==> config.mk <==
export PLATFORM = sky130hd
export DESIGN_NAME = tour_cmd_arbiter
export DESIGN_NICKNAME = d
export VERILOG_FILES = /design/src/rtl/tour_pkg.sv /design/src/rtl/sol_timer.sv /design/src/rtl/tour_cmd_arbiter.sv
export SDC_FILE = /design/constraint.sdc
export NUM_CORES = 1
export LEC_CHECK = 0
export CAP_MARGIN = 30
export CORE_UTILIZATION = 47
export DETAILED_ROUTE_END_ITERATION = 10
export PLACE_DENSITY_LB_ADDON = 0.15
export SLEW_MARGIN = 20
export SYNTH_ARGS = -nofsm -noshare
export SYNTH_HDL_FRONTEND = slang
export SYNTH_SLANG_ARGS = --single-unit
==> constraint.sdc <==
create_clock -name clk -period 2.3 [get_ports clk]
set_input_delay 0.46 -clock clk [delete_from_list [all_inputs] [get_ports clk]]
set_output_delay 0.46 -clock clk [all_outputs]
set_load 0.01 [all_outputs]
==> src/rtl/tour_pkg.sv <==
// Shared opcodes, response bytes and arbiter state encoding for the
// KnightsTour command arbiter.
package tour_pkg;

    localparam logic [3:0] OP_CAL      = 4'h2;
    localparam logic [3:0] OP_MOVE     = 4'h4;
    localparam logic [3:0] OP_MOVE_FAN = 4'h5;
    localparam logic [3:0] OP_TOUR     = 4'h6;
    localparam logic [3:0] OP_ABORT    = 4'hF;

    localparam logic [7:0] RESP_ACK = 8'hA5;
    localparam logic [7:0] RESP_NAK = 8'h5A;

    typedef enum logic [2:0] {
        ST_IDLE,
        ST_RMT_BUSY,
        ST_WAIT_SOL,
        ST_TOUR_ISSUE,
        ST_TOUR_BUSY
    } arb_state_t;

    function automatic logic [3:0] cmd_opcode(input logic [15:0] c);
        return c[15:12];
    endfunction

endpackage

==> src/rtl/sol_timer.sv <==
// Solution-wait timer: cleared on entry to the wait, counts while enabled
// and parks at all-ones so expiry cannot wrap.
module sol_timer #(
    parameter int FAST_SIM = 1
) (
    input  logic clk,
    input  logic rst_n,
    input  logic clr,
    input  logic en,
    output logic expired
);

    localparam int W = (FAST_SIM != 0) ? 16 : 24;

    logic [W-1:0] cnt_q, cnt_d;

    always_comb begin
        cnt_d = cnt_q;
        if (clr) begin
            cnt_d = '0;
        end else if (en && !expired) begin
            cnt_d = cnt_q + 1'b1;
        end
    end

    always_ff @(posedge clk or negedge rst_n) begin
        if (!rst_n) begin
            cnt_q <= '0;
        end else begin
            cnt_q <= cnt_d;
        end
    end

    assign expired = &cnt_q;

endmodule

==> src/rtl/tour_cmd_arbiter.sv <==
// Shares the cmd_proc command input between the remote UART path and the
// tour move path, sequencing a remote start-tour through to its final ack.
module tour_cmd_arbiter
    import tour_pkg::*;
#(
    parameter int FAST_SIM = 1
) (
    input  logic        clk,
    input  logic        rst_n,
    input  logic [15:0] rmt_cmd,
    input  logic        rmt_cmd_rdy,
    output logic        rmt_clr,
    input  logic [15:0] tour_cmd,
    input  logic        tour_cmd_rdy,
    output logic        tour_clr,
    input  logic        tour_go,
    input  logic        tour_done,
    input  logic        proc_send_resp,
    output logic [15:0] cmd,
    output logic        cmd_rdy,
    output logic        send_resp,
    output logic [7:0]  resp,
    output logic        tour_resp_rdy,
    output logic        tour_active,
    output logic        abort_tour
);

    arb_state_t  state_q, state_d;
    logic [15:0] cmd_q, cmd_d;
    logic [7:0]  resp_q, resp_d;
    logic        cmd_rdy_q, cmd_rdy_d;
    logic        rmt_clr_q, rmt_clr_d;
    logic        tour_clr_q, tour_clr_d;
    logic        send_resp_q, send_resp_d;
    logic        tour_resp_rdy_q, tour_resp_rdy_d;
    logic        tour_active_q, tour_active_d;
    logic        abort_q, abort_d;
    logic        tmr_clr, tmr_expired;
    logic        rmt_new, rmt_abort;

    sol_timer #(.FAST_SIM(FAST_SIM)) u_sol_timer (
        .clk     (clk),
        .rst_n   (rst_n),
        .clr     (tmr_clr),
        .en      (state_q == ST_WAIT_SOL),
        .expired (tmr_expired)
    );

    // A requester still sees its rdy high during the clr cycle; do not re-accept it.
    assign rmt_new   = rmt_cmd_rdy && !rmt_clr_q;
    assign rmt_abort = rmt_new && (cmd_opcode(rmt_cmd) == OP_ABORT);

    always_comb begin
        state_d         = state_q;
        cmd_d           = cmd_q;
        resp_d          = resp_q;
        tour_active_d   = tour_active_q;
        cmd_rdy_d       = 1'b0;
        rmt_clr_d       = 1'b0;
        tour_clr_d      = 1'b0;
        send_resp_d     = 1'b0;
        tour_resp_rdy_d = 1'b0;
        abort_d         = 1'b0;
        tmr_clr         = 1'b0;

        case (state_q)
            ST_IDLE: begin
                if (rmt_new) begin
                    cmd_d     = rmt_cmd;
                    cmd_rdy_d = 1'b1;
                    rmt_clr_d = 1'b1;
                    if (cmd_opcode(rmt_cmd) == OP_TOUR) begin
                        state_d = ST_WAIT_SOL;
                        tmr_clr = 1'b1;
                    end else begin
                        state_d = ST_RMT_BUSY;
                    end
                end
            end
            ST_RMT_BUSY: begin
                if (proc_send_resp) begin
                    send_resp_d = 1'b1;
                    resp_d      = RESP_ACK;
                    state_d     = ST_IDLE;
                end
            end
            ST_WAIT_SOL: begin
                if (rmt_abort) begin
                    rmt_clr_d     = 1'b1;
                    abort_d       = 1'b1;
                    send_resp_d   = 1'b1;
                    resp_d        = RESP_NAK;
                    tour_active_d = 1'b0;
                    state_d       = ST_IDLE;
                end else if (tour_go) begin
                    tour_active_d = 1'b1;
                    state_d       = ST_TOUR_ISSUE;
                end else if (tmr_expired) begin
                    send_resp_d = 1'b1;
                    resp_d      = RESP_NAK;
                    state_d     = ST_IDLE;
                end
            end
            ST_TOUR_ISSUE, ST_TOUR_BUSY: begin
                if (rmt_abort) begin
                    rmt_clr_d     = 1'b1;
                    abort_d       = 1'b1;
                    send_resp_d   = 1'b1;
                    resp_d        = RESP_NAK;
                    tour_active_d = 1'b0;
                    state_d       = ST_IDLE;
                end else if (tour_done) begin
                    // A move finishing in the same cycle still gets its completion pulse.
                    tour_resp_rdy_d = (state_q == ST_TOUR_BUSY) && proc_send_resp;
                    send_resp_d     = 1'b1;
                    resp_d          = RESP_ACK;
                    tour_active_d   = 1'b0;
                    state_d         = ST_IDLE;
                end else if (state_q == ST_TOUR_BUSY) begin
                    if (proc_send_resp) begin
                        tour_resp_rdy_d = 1'b1;
                        state_d         = ST_TOUR_ISSUE;
                    end
                end else if (tour_cmd_rdy && !tour_clr_q) begin
                    cmd_d      = tour_cmd;
                    cmd_rdy_d  = 1'b1;
                    tour_clr_d = 1'b1;
                    state_d    = ST_TOUR_BUSY;
                end
            end
            default: begin
                state_d = ST_IDLE;
            end
        endcase
    end

    always_ff @(posedge clk or negedge rst_n) begin
        if (!rst_n) begin
            state_q         <= ST_IDLE;
            cmd_q           <= 16'h0000;
            resp_q          <= 8'h00;
            cmd_rdy_q       <= 1'b0;
            rmt_clr_q       <= 1'b0;
            tour_clr_q      <= 1'b0;
            send_resp_q     <= 1'b0;
            tour_resp_rdy_q <= 1'b0;
            tour_active_q   <= 1'b0;
            abort_q         <= 1'b0;
        end else begin
            state_q         <= state_d;
            cmd_q           <= cmd_d;
            resp_q          <= resp_d;
            cmd_rdy_q       <= cmd_rdy_d;
            rmt_clr_q       <= rmt_clr_d;
            tour_clr_q      <= tour_clr_d;
            send_resp_q     <= send_resp_d;
            tour_resp_rdy_q <= tour_resp_rdy_d;
            tour_active_q   <= tour_active_d;
            abort_q         <= abort_d;
        end
    end

    assign cmd           = cmd_q;
    assign cmd_rdy       = cmd_rdy_q;
    assign rmt_clr       = rmt_clr_q;
    assign tour_clr      = tour_clr_q;
    assign send_resp     = send_resp_q;
    assign resp          = resp_q;
    assign tour_resp_rdy = tour_resp_rdy_q;
    assign tour_active   = tour_active_q;
    assign abort_tour    = abort_q;

endmodule

# --- Word-level counts from Yosys, hierarchy flattened ---
# Cells that the tools add are included.
# W data, S select, Z words.
totals:
  regBits: 50
  latchBits: 0
  ramBits: 0
  rom_bits: 0
  output_inout_bits: 31
  elab_cells: 107
  n_memories: 0
classes:
  n_addsub: 1
  multipliers: 0
  n_div: 0
  order_cmp: 0
  eq_ne: 19
  n_shift: 0
  muxes: 56
  bitwise_logic: 0
  reduce_logical: 20
ops:
  columns: ["cell", "n"]
  rows:
  - ["$mux W16", 7]
  - ["$mux W8", 6]
  - ["$pmux W16 S2", 1]
  - ["$mux W3", 10]
  - ["$mux W1", 25]
  - ["$pmux W8 S3", 1]
  - ["$add A16 B1 Y16 const B", 1]
  - ["$reduce_and A16 Y1", 1]
  - ["$ne A2 B2 Y1 const B", 6]
  - ["$ne A3 B3 Y1 const B", 4]
  - ["$pmux W3 S4", 1]
  - ["$ne A5 B5 Y1 const B", 2]
  - ["$reduce_and A5 Y1", 2]
  - ["$eq A3 B2 Y1 const B", 2]
  - ["$pmux W1 S2", 3]
  - ["$reduce_and A6 Y1", 1]
  - ["$reduce_bool A2 Y1", 3]
  - ["$logic_and A1 B1 Y1", 5]
  - ["$eq A4 B3 Y1 const B", 1]
  - ["$eq A4 B4 Y1 const B", 1]
  - ["$ne A4 B4 Y1 const B", 1]
  - ["$eq A3 B1 Y1 const B", 1]
  - ["$eq A3 B3 Y1 const B", 1]
  - ["$logic_not A1 Y1", 3]
  - ["other kinds (7)", 7]

# --- Logic depth before layout (Yosys ltp) ---
# Gate-level depths: netlist of run 1.
logic_depth:
  ltp_word: 7
  ltp_mapped: 7
  depth_no_buf: 6

# --- Cells and area by module ---
# From an unflattened synthesis of run 1, not the netlist that was laid out.
hier_totals:
  cells_unflattened: 224
  hier_area_um2: 2528.7
by_module_without_submodules:
  columns: ["module", "n_inst", "cells_each", "area_each_um2"]
  rows:
  - ["tour_cmd_arbiter", 1, 126, 1610.3]
  - ["sol_timer", 1, 98, 918.4]

# --- Worst setup path before layout of run 1 ---
# OpenSTA, ideal clock, no wires.
synth_path:
  path_kind: "register -> register"
  startpoint: "register rmt_clr_q (netlist: rmt_clr)"
  endpoint: "register resp_q[5] (netlist: resp[5])"
  t_arrival_ns: 1.709
  required_time_ns: 2.175
  setup_slack_ns: 0.466
  path_stages_with_launch: 7
  path_buffers: 1
  period_less_slack_ns: 1.834
  path_cell_list: "dfrtp_1 -> nand2b_1 -> or2_1 -> buf_6 -> a311o_1 -> o311ai_4 -> mux2_4"
synth_via:
  elab_chain_cells: 5
  elab_cells_between_ends: 10
  cone_classes: "eq/ne: 3; mux: 3; reduce/logical: 4"
synth_lines:
  columns: ["element", "line", "text"]
  rows:
  - ["start: declaration", "tour_cmd_arbiter.sv:32", "logic rmt_clr_q, rmt_clr_d;"]
  - ["start signal: assignment", "tour_cmd_arbiter.sv:154", "rmt_clr_q <= rmt_clr_d;"]
  - ["$logic_not A1 Y1 *", "tour_cmd_arbiter.sv:50", "assign rmt_new = rmt_cmd_rdy && !rmt_clr_q;"]
  - ["$logic_and A1 B1 Y1 *", "tour_cmd_arbiter.sv:50", null]
  - ["$logic_and A1 B1 Y1 *", "tour_cmd_arbiter.sv:51", "assign rmt_abort = rmt_new && (cmd_opcode(rmt_cmd) == OP_ABORT);"]
  - ["$ne A3 B3 Y1 (no line), or another cell as far along", null, null]
  - ["$reduce_and A5 Y1 (no line) / $pmux W8 S3 (equally long branches)", null, null]
  - ["end signal: assignment", "tour_cmd_arbiter.sv:152", "resp_q <= resp_d;"]
  - ["end: declaration", "tour_cmd_arbiter.sv:30", "logic [7:0] resp_q, resp_d;"]
# Mark *: on every way between the ends. The rest lies on a longest branch, timed or not.
# A chain may end at the register's enable or synchronous reset.

# --- Worst setup path after layout of run 1 ---
layout_path:
  startpoint: "register u_sol_timer.cnt_q[0]"
  endpoint: "register state_q[0]"
layout_via:
  elab_chain_cells: 3
layout_lines:
  columns: ["element", "line", "text"]
  rows:
  - ["start: declaration", "sol_timer.sv:15", "logic [W-1:0] cnt_q, cnt_d;"]
  - ["start signal: assignment", "sol_timer.sv:30", "cnt_q <= cnt_d;"]
  - ["$reduce_and A16 Y1", "sol_timer.sv:34", "assign expired = &cnt_q;"]
  - ["$ne A4 B4 Y1 (no line)", null, null]
  - ["$reduce_and A5 Y1 (no line)", null, null]
  - ["end signal: assignment", "tour_cmd_arbiter.sv:150", "state_q <= state_d;"]
  - ["end: declaration", "tour_cmd_arbiter.sv:28", "arb_state_t state_q, state_d;"]
# Every way passes these cells.

==> results of run 1 <==
critical path: stages, from the launching register on:
cell	delay, ps
sky130_fd_sc_hd__dfrtp_1	420
sky130_fd_sc_hd__ha_1	210
sky130_fd_sc_hd__and4_1	290
sky130_fd_sc_hd__and4_1	410
sky130_fd_sc_hd__nor4_2	70
sky130_fd_sc_hd__nor3_1	170
sky130_fd_sc_hd__mux2_2	350
cell type report:
type                       instances  area [sq um]
sequential                        44          1100
inverter                           4          15.0
tap                               67          83.8
timing repair buffer              85           818
clock buffer                       8          90.1
fill                             432          1570
multi-input combinational        178          1140
final timing paths:
check / endpoint / cells past startpoint
setup reg to reg: state_q[0] / 6
setup / recovery: state_q[0] / 6
min in group clk: cmd[11] / 2
hold reg to reg: cmd[11] / 2
hold / removal: tour_clr / 2
max in group asynchronous: u_sol_timer.cnt_q[11] / 2
power breakdown:
part	leakage [nW]	switching, W	total (W)	internal [W]
Clock	0.0455	0.000243	0.000488	0.000245
Combinational	0.711	0.000588	0.00131	0.000723
Sequential	0.522	0.000262	0.00136	0.00110
Total	1.28	0.00109	0.00316	0.00207
synthesized netlist by cell type (all sizes together) (5+ instances only):
cell type  number
a21oi          22
buf            19
dfrtp          44
mux2i          17
nand2          12
nand2b          5
nand3          13
nor2           38
nor3           10
nor4            5
o21ai           8
xnor2           9
cell families after synthesis:
group / after synthesis / synth area share (%)
AND/OR/NAND/NOR: 108 / 24.4
flip-flops: 44 / 45.7
AO/OA/AOI/OAI: 38 / 9.72
buffers and inverters: 24 / 7.07
multiplexers: 19 / 8.16
XOR/XNOR: 12 / 4.37
adder cells (fa/ha/maj): 1 / 0.520
flip-flops by register name (all words and copies together), names as in the netlist:
signal and cells:
cmd_rdy 1, send_resp 1, rmt_clr 1, tour_active 1, state_q 3, u_sol_timer.cnt_q 16
tour_resp_rdy 1, cmd 16, tour_clr 1, abort_tour 1, resp 2
per-stage QoR:
step / power (W) / hold WS [ps] / setup slack [ps]
after floorplan: 0.00210 / 164 / 466
after detailed placement: 0.00269 / 522 / -3.75
after global routing: 0.00339 / 295 / 115
final: 0.00316 / 239 / 278
after global placement: 0.00266 / 508 / 17.9
after CTS: 0.00320 / 255 / 262
layer usage:
metal / GRT usage, % / share of wire, % / up-vias
met5: 0 / 0 / -
met4: 7.48 / 1.9 / 0
met3: 4.12 / 3.6 / 10
met2: 37.6 / 50 / 47
met1: 26.0 / 44 / 964
li1: - / - / 996
==> impl_metrics.csv, run 1 <==
group,metric,value,unit
critical_path,worstPathRequired,2480,ps
timing,maxSlewViolCount,0,
die,dieArea,5410,sq um
timing,slew_headroom,64.1,%
global_routing,wire_length_of_the_first_global_routing_pass,8.86,mm
global_routing,grt_start_max_net_pins,45,
die,floorplan.initialDensity,50.0,%
global_routing,via_count_of_the_first_global_routing_pass,1986,
power,leakagePower,1.28,nW
yosys,avgSynthCellArea,9.79,sq um
placed_design,placed_cell_area,3160,sq um
cts,cts_tree,"built",
critical_path,crit_path_start,"u_sol_timer.cnt_q[0]",
timing,tightestPinTransition,539,ps
cts,clock_path_buffers,2,
route,remaining_drc_errors,0,
route,first_pass_iters,4,
finish,layout_commonest_cell,"sky130_fd_sc_hd__clkdlybuf4s50_1",
yosys,syn-cell-area,2410,sq um
finish,post_route_cells_drive_above_1_share,11.3,%
job,maxCapViolCount,0,
die,row_count,25,
route,vias,2017,
yosys,ys.warnings.count,0,
finish,areaGrowthSynthToFinish,34.9,%
yosys,post_synth_inst_count,246,
global_routing,globalRouteOverflowTotal,0,
power,power_density,973,nW/um^2
yosys,dominant_synthesized_flop_cell,"sky130_fd_sc_hd__dfrtp_1",
route,antenna_violating_nets_post_route,0,
timing,final.setup.tns,0,ps
route,via_per_inst,5.23,
die,design.core.area,4820,sq um
finish,finalNonFillerCells,386,
yosys,mappedNetlistNets,286,
finish,fin_util,67.4,%
critical_path,setup.worst_path.start_class,"register",
placed_design,portBuffers,69,
critical_path,worst-r2r-setup-slack,280,ps
finish,area_of_all_placed_cells_without_fillers,3250,sq um
timing,fmax,495,MHz
yosys,yosysSeqAreaShare,45.7,%
cts,cts_post_setup_buffers_inserted,0,
run_status,run_status,"finished clean",
cts,clockRootBuffer,"sky130_fd_sc_hd__clkbuf_8",
placed_design,place.gp.congestion,0.828,
placed_design,detailedPlacementHpwl,3.80,mm
timing,final_hold_viol_count,0,
finish,mostFrequentLayoutCells,"sky130_fd_sc_hd__clkdlybuf4s50_1, sky130_fd_sc_hd__dfrtp_1, sky130_fd_sc_hd__nor2_1",
cts,clkSlewWorstSetupHoldPaths,80,ps
route,dr.first_iter.drc_count,77,
yosys,edff_count_synth,0,
route,wirelength,5.17,mm
power,power.ir.vdd_worst,0.459,mV
critical_path,critPathCaptureType,"register",
global_routing,track_usage,21.4,%
yosys,synth_seq_cells,44,
global_routing,grt_antenna_before_repair,0,
timing,fin_crit_sh,87.9,%
timing,rsz0062_at_grt,"no",
placed_design,numPlacedInstances,378,
yosys,post_synth_num_cell_types,45,
hold_path,hold_class,"primary input to asynchronous set/reset pin",
cts,clkLatencyLatePin,290,ps
yosys,postSynth.asyncResetShare,100,%
cts,cts-htree-levels,2,
cts,cts_hold_repair.buffers,0,
cts,post_cts_resized,0,
die,dieHeight,73.6,um
cts,cts.sink_count,44,
yosys,post_synth_main_area_contributors,"sky130_fd_sc_hd__dfrtp_1, sky130_fd_sc_hd__mux2i_1, sky130_fd_sc_hd__nor2_1, sky130_fd_sc_hd__a21oi_1, sky130_fd_sc_hd__xnor2_1",
finish,finalNetCount,358,
critical_path,critical_path_fanouts_max,7,
finish,antenna-diode-count,0,
yosys,synth_top_cell_area_share,45.7,%
timing,setup_viol,0,
cts,cts_made_buffers,5,
critical_path,beginning_of_the_worst_register_to_register_path,"u_sol_timer.cnt_q[0]",
timing,skew,4.48,ps
critical_path,criticalPathCategory,"register to register",
die,i_o_pin_count,70,
route,routed_length_per_instance,13.4,um
critical_path,critical_path_arrival,2200,ps
yosys,yosysTopAreaCell,"sky130_fd_sc_hd__dfrtp_1",
die,die_width,73.6,um
timing,final_period_minus_worst_setup_slack,2020,ps
Note: power is estimated with default switching activity, not from simulation.
==> inputs of run 2 (changes only) <==
--- a/config.mk
+++ b/config.mk
@@ -9,6 +9,7 @@
 export CORE_UTILIZATION = 47
 export DETAILED_ROUTE_END_ITERATION = 10
 export PLACE_DENSITY_LB_ADDON = 0.15
+export REMOVE_ABC_BUFFERS = 1
 export SLEW_MARGIN = 20
 export SYNTH_ARGS = -nofsm -noshare
 export SYNTH_HDL_FRONTEND = slang
==> run 2 against run 1 <==
  * Sequential power about the same
  * Maximum frequency up 0.95%
  * Global-route usage up 0.67 points
  * Count of clock-buffer cells in the layout is the same
  * Final cell count is 0.26% higher
  * Worst hold slack worse by 140 ps
  * Clock skew increased by 2.6 ps
  * Via count up 2.2%
  * Sequential share of layout area decreased by 0.25 points
  * Sequential cell count unchanged
  * Power increased by 1.3%
  * Register-to-register slack gained 50 ps
==> impl_metrics.csv, run 2 (same netlist as run 1, synthesis figures left out) <==
group,metric,value,unit
hold_path,hold_class,"primary input to asynchronous set/reset pin",
power,comb_power_share,41.4,%
global_routing,globalRouteOverflowTotal,0,
power,power_density,978,nW/um^2
critical_path,setup.worst_path.start_class,"primary input",
finish,mostFrequentLayoutCells,"sky130_fd_sc_hd__clkdlybuf4s50_1, sky130_fd_sc_hd__dfrtp_1, sky130_fd_sc_hd__nor2_1",
cts,cts_tree,"built",
die,i_o_pin_count,70,
cts,post_cts_resized,0,
cts,cts.sink_count,44,
finish,antenna-diode-count,0,
cts,clkLatencyLatePin,300,ps
finish,finalNetCount,359,
timing,fmax,499,MHz
die,dieArea,5410,sq um
power,power.switching,0.00113,W
cts,cts_hold_repair.buffers,0,
critical_path,critical-path-slowest-cell,"sky130_fd_sc_hd__clkdlybuf4s50_1",
route,antenna_violating_nets_post_route,0,
die,row_count,25,
timing,final_period_minus_worst_setup_slack,2000,ps
power,leakagePower,1.29,nW
critical_path,reg2reg_path_depth,4,
timing,setup_viol,0,
finish,post_route_cells_drive_above_1_share,11.6,%
finish,areaGrowthSynthToFinish,35.9,%
cts,clockRootBuffer,"sky130_fd_sc_hd__clkbuf_8",
die,die_width,73.6,um
route,vias,2062,
timing,final_hold_viol_count,0,
power,power.ir.vdd_worst,0.516,mV
power,p_int,0.00207,W
timing,skew,7.07,ps
critical_path,worstPathRequired,2490,ps
critical_path,critical_path.top_delay_family,"buffers and inverters",
critical_path,reg2reg_to,"state_q[0]",
critical_path,criticalPathCategory,"primary input to register",
critical_path,crit_path_start,"rmt_cmd[12]",
die,floorplan.initialDensity,50.0,%
route,remaining_drc_errors,0,
route,wirelength,5.44,mm
critical_path,beginning_of_the_worst_register_to_register_path,"state_q[1]",
route,first_pass_iters,4,
critical_path,endpoint,"resp[5]",
timing,fin_crit_sh,87.1,%
power,report.power.total,0.00320,W
critical_path,worst-r2r-setup-slack,330,ps
placed_design,place.gp.congestion,0.867,
power,power.clock.fraction,15.6,%
timing,maxSlewViolCount,0,
global_routing,grt_start_max_net_pins,34,
placed_design,detailedPlacementHpwl,4.07,mm
route,via_per_inst,5.33,
critical_path,cp.depth,6,
cts,clkSlewWorstSetupHoldPaths,80,ps
global_routing,grt_antenna_before_repair,0,
critical_path,critPathCaptureType,"register",
cts,clock_path_buffers,2,
critical_path,critical_path_fanouts_max,3,
cts,cts-htree-levels,2,
timing,rsz0062_at_grt,"no",
placed_design,numPlacedInstances,379,
critical_path,critical_path.n_buffers_inverters,1,
finish,layout_commonest_cell,"sky130_fd_sc_hd__clkdlybuf4s50_1",
die,dieHeight,73.6,um
placed_design,portBuffers,69,
route,dr.first_iter.drc_count,105,
die,design.core.area,4820,sq um
timing,slew_headroom,66.4,%
power,switching_share,35.4,%
global_routing,wire_length_of_the_first_global_routing_pass,9.03,mm
cts,cts_made_buffers,5,
power,seq_power_share,42.9,%
critical_path,cpPeakStageDelay,480,ps
cts,cts_post_setup_buffers_inserted,0,
timing,tightestPinTransition,504,ps
critical_path,critical_path_arrival,2190,ps
route,routed_length_per_instance,14.1,um
global_routing,track_usage,22.0,%
timing,final.setup.tns,0,ps
job,maxCapViolCount,0,
finish,finalNonFillerCells,387,
run_status,run_status,"finished clean",
critical_path,cp_cell_sequence,"clkdlybuf4s50_1 -> nand4_1 -> or2_1 -> a311o_1 -> o311ai_4 -> mux2_4",
global_routing,via_count_of_the_first_global_routing_pass,2022,
finish,layout.filler_cells,397,
[run 2: changes by cell type in the layout (fill, tap and decap cells not counted)]
cell | before | now
sky130_fd_sc_hd__buf_12 | 1 | 2
sky130_fd_sc_hd__buf_4 | 15 | 14
sky130_fd_sc_hd__buf_6 | 0 | 1
[run 2: worst min path at each step]
stage,endpoint,from,slack (ps),depth (start not counted)
floorplan,abort_tour,rst_n,160,0
global placement,cmd[9],rst_n,450,1
detailed placement,cmd[9],rst_n,440,1
CTS,cmd[9],rst_n,110,1
global route,cmd[9],rst_n,140,1
finish,cmd[9],rst_n,100,1
[run 2: worst reg2reg max path: cells and delay by family (launching register included)]
family           cells  cell delay [ps]
and+or+nand+nor      3             1010
DFF                  1              560
muxes                1              280
[run 2: per-stage QoR]
stage | setup slack, ps | area (sq um) | hold slack (ps) | utilization [%]
after floorplan | 30.7 | 2250 | 164 | -
after global placement | 19.2 | 3170 | 449 | 65.8
after detailed placement | -8.99 | 3180 | 444 | 66.1
after CTS | 295 | 3270 | 114 | 67.9
after global routing | 217 | 3270 | 139 | 67.9
final | 297 | 3270 | 102 | 67.9
[run 2: area by class of cell]
cell class	count	area, sq um	share of cell area, %
multi-input combinational	178	1140	34.8
sequential	44	1100	33.7
timing repair buffer	86	842	25.7
clock buffer	8	90.1	2.75
tap	67	83.8	2.56
inverter	4	15.0	0.459
[run 2: power by group through the flow]
stage          clock network (W)  logic, W  registers (W)
2_1_floorplan                  0  0.000590        0.00143
3_3_place_gp                   0   0.00130        0.00136
3_5_place_dp                   0   0.00133        0.00138
4_1_cts                 0.000511   0.00134        0.00137
5_1_grt                 0.000541   0.00145        0.00142
6_report                0.000499   0.00133        0.00137
[run 2: routing by layer]
layer	wire [um]	track usage, %
met2	2780	38.6
met4	82	8.12
met1	2370	26.7
met5	0	0
met3	208	4.39
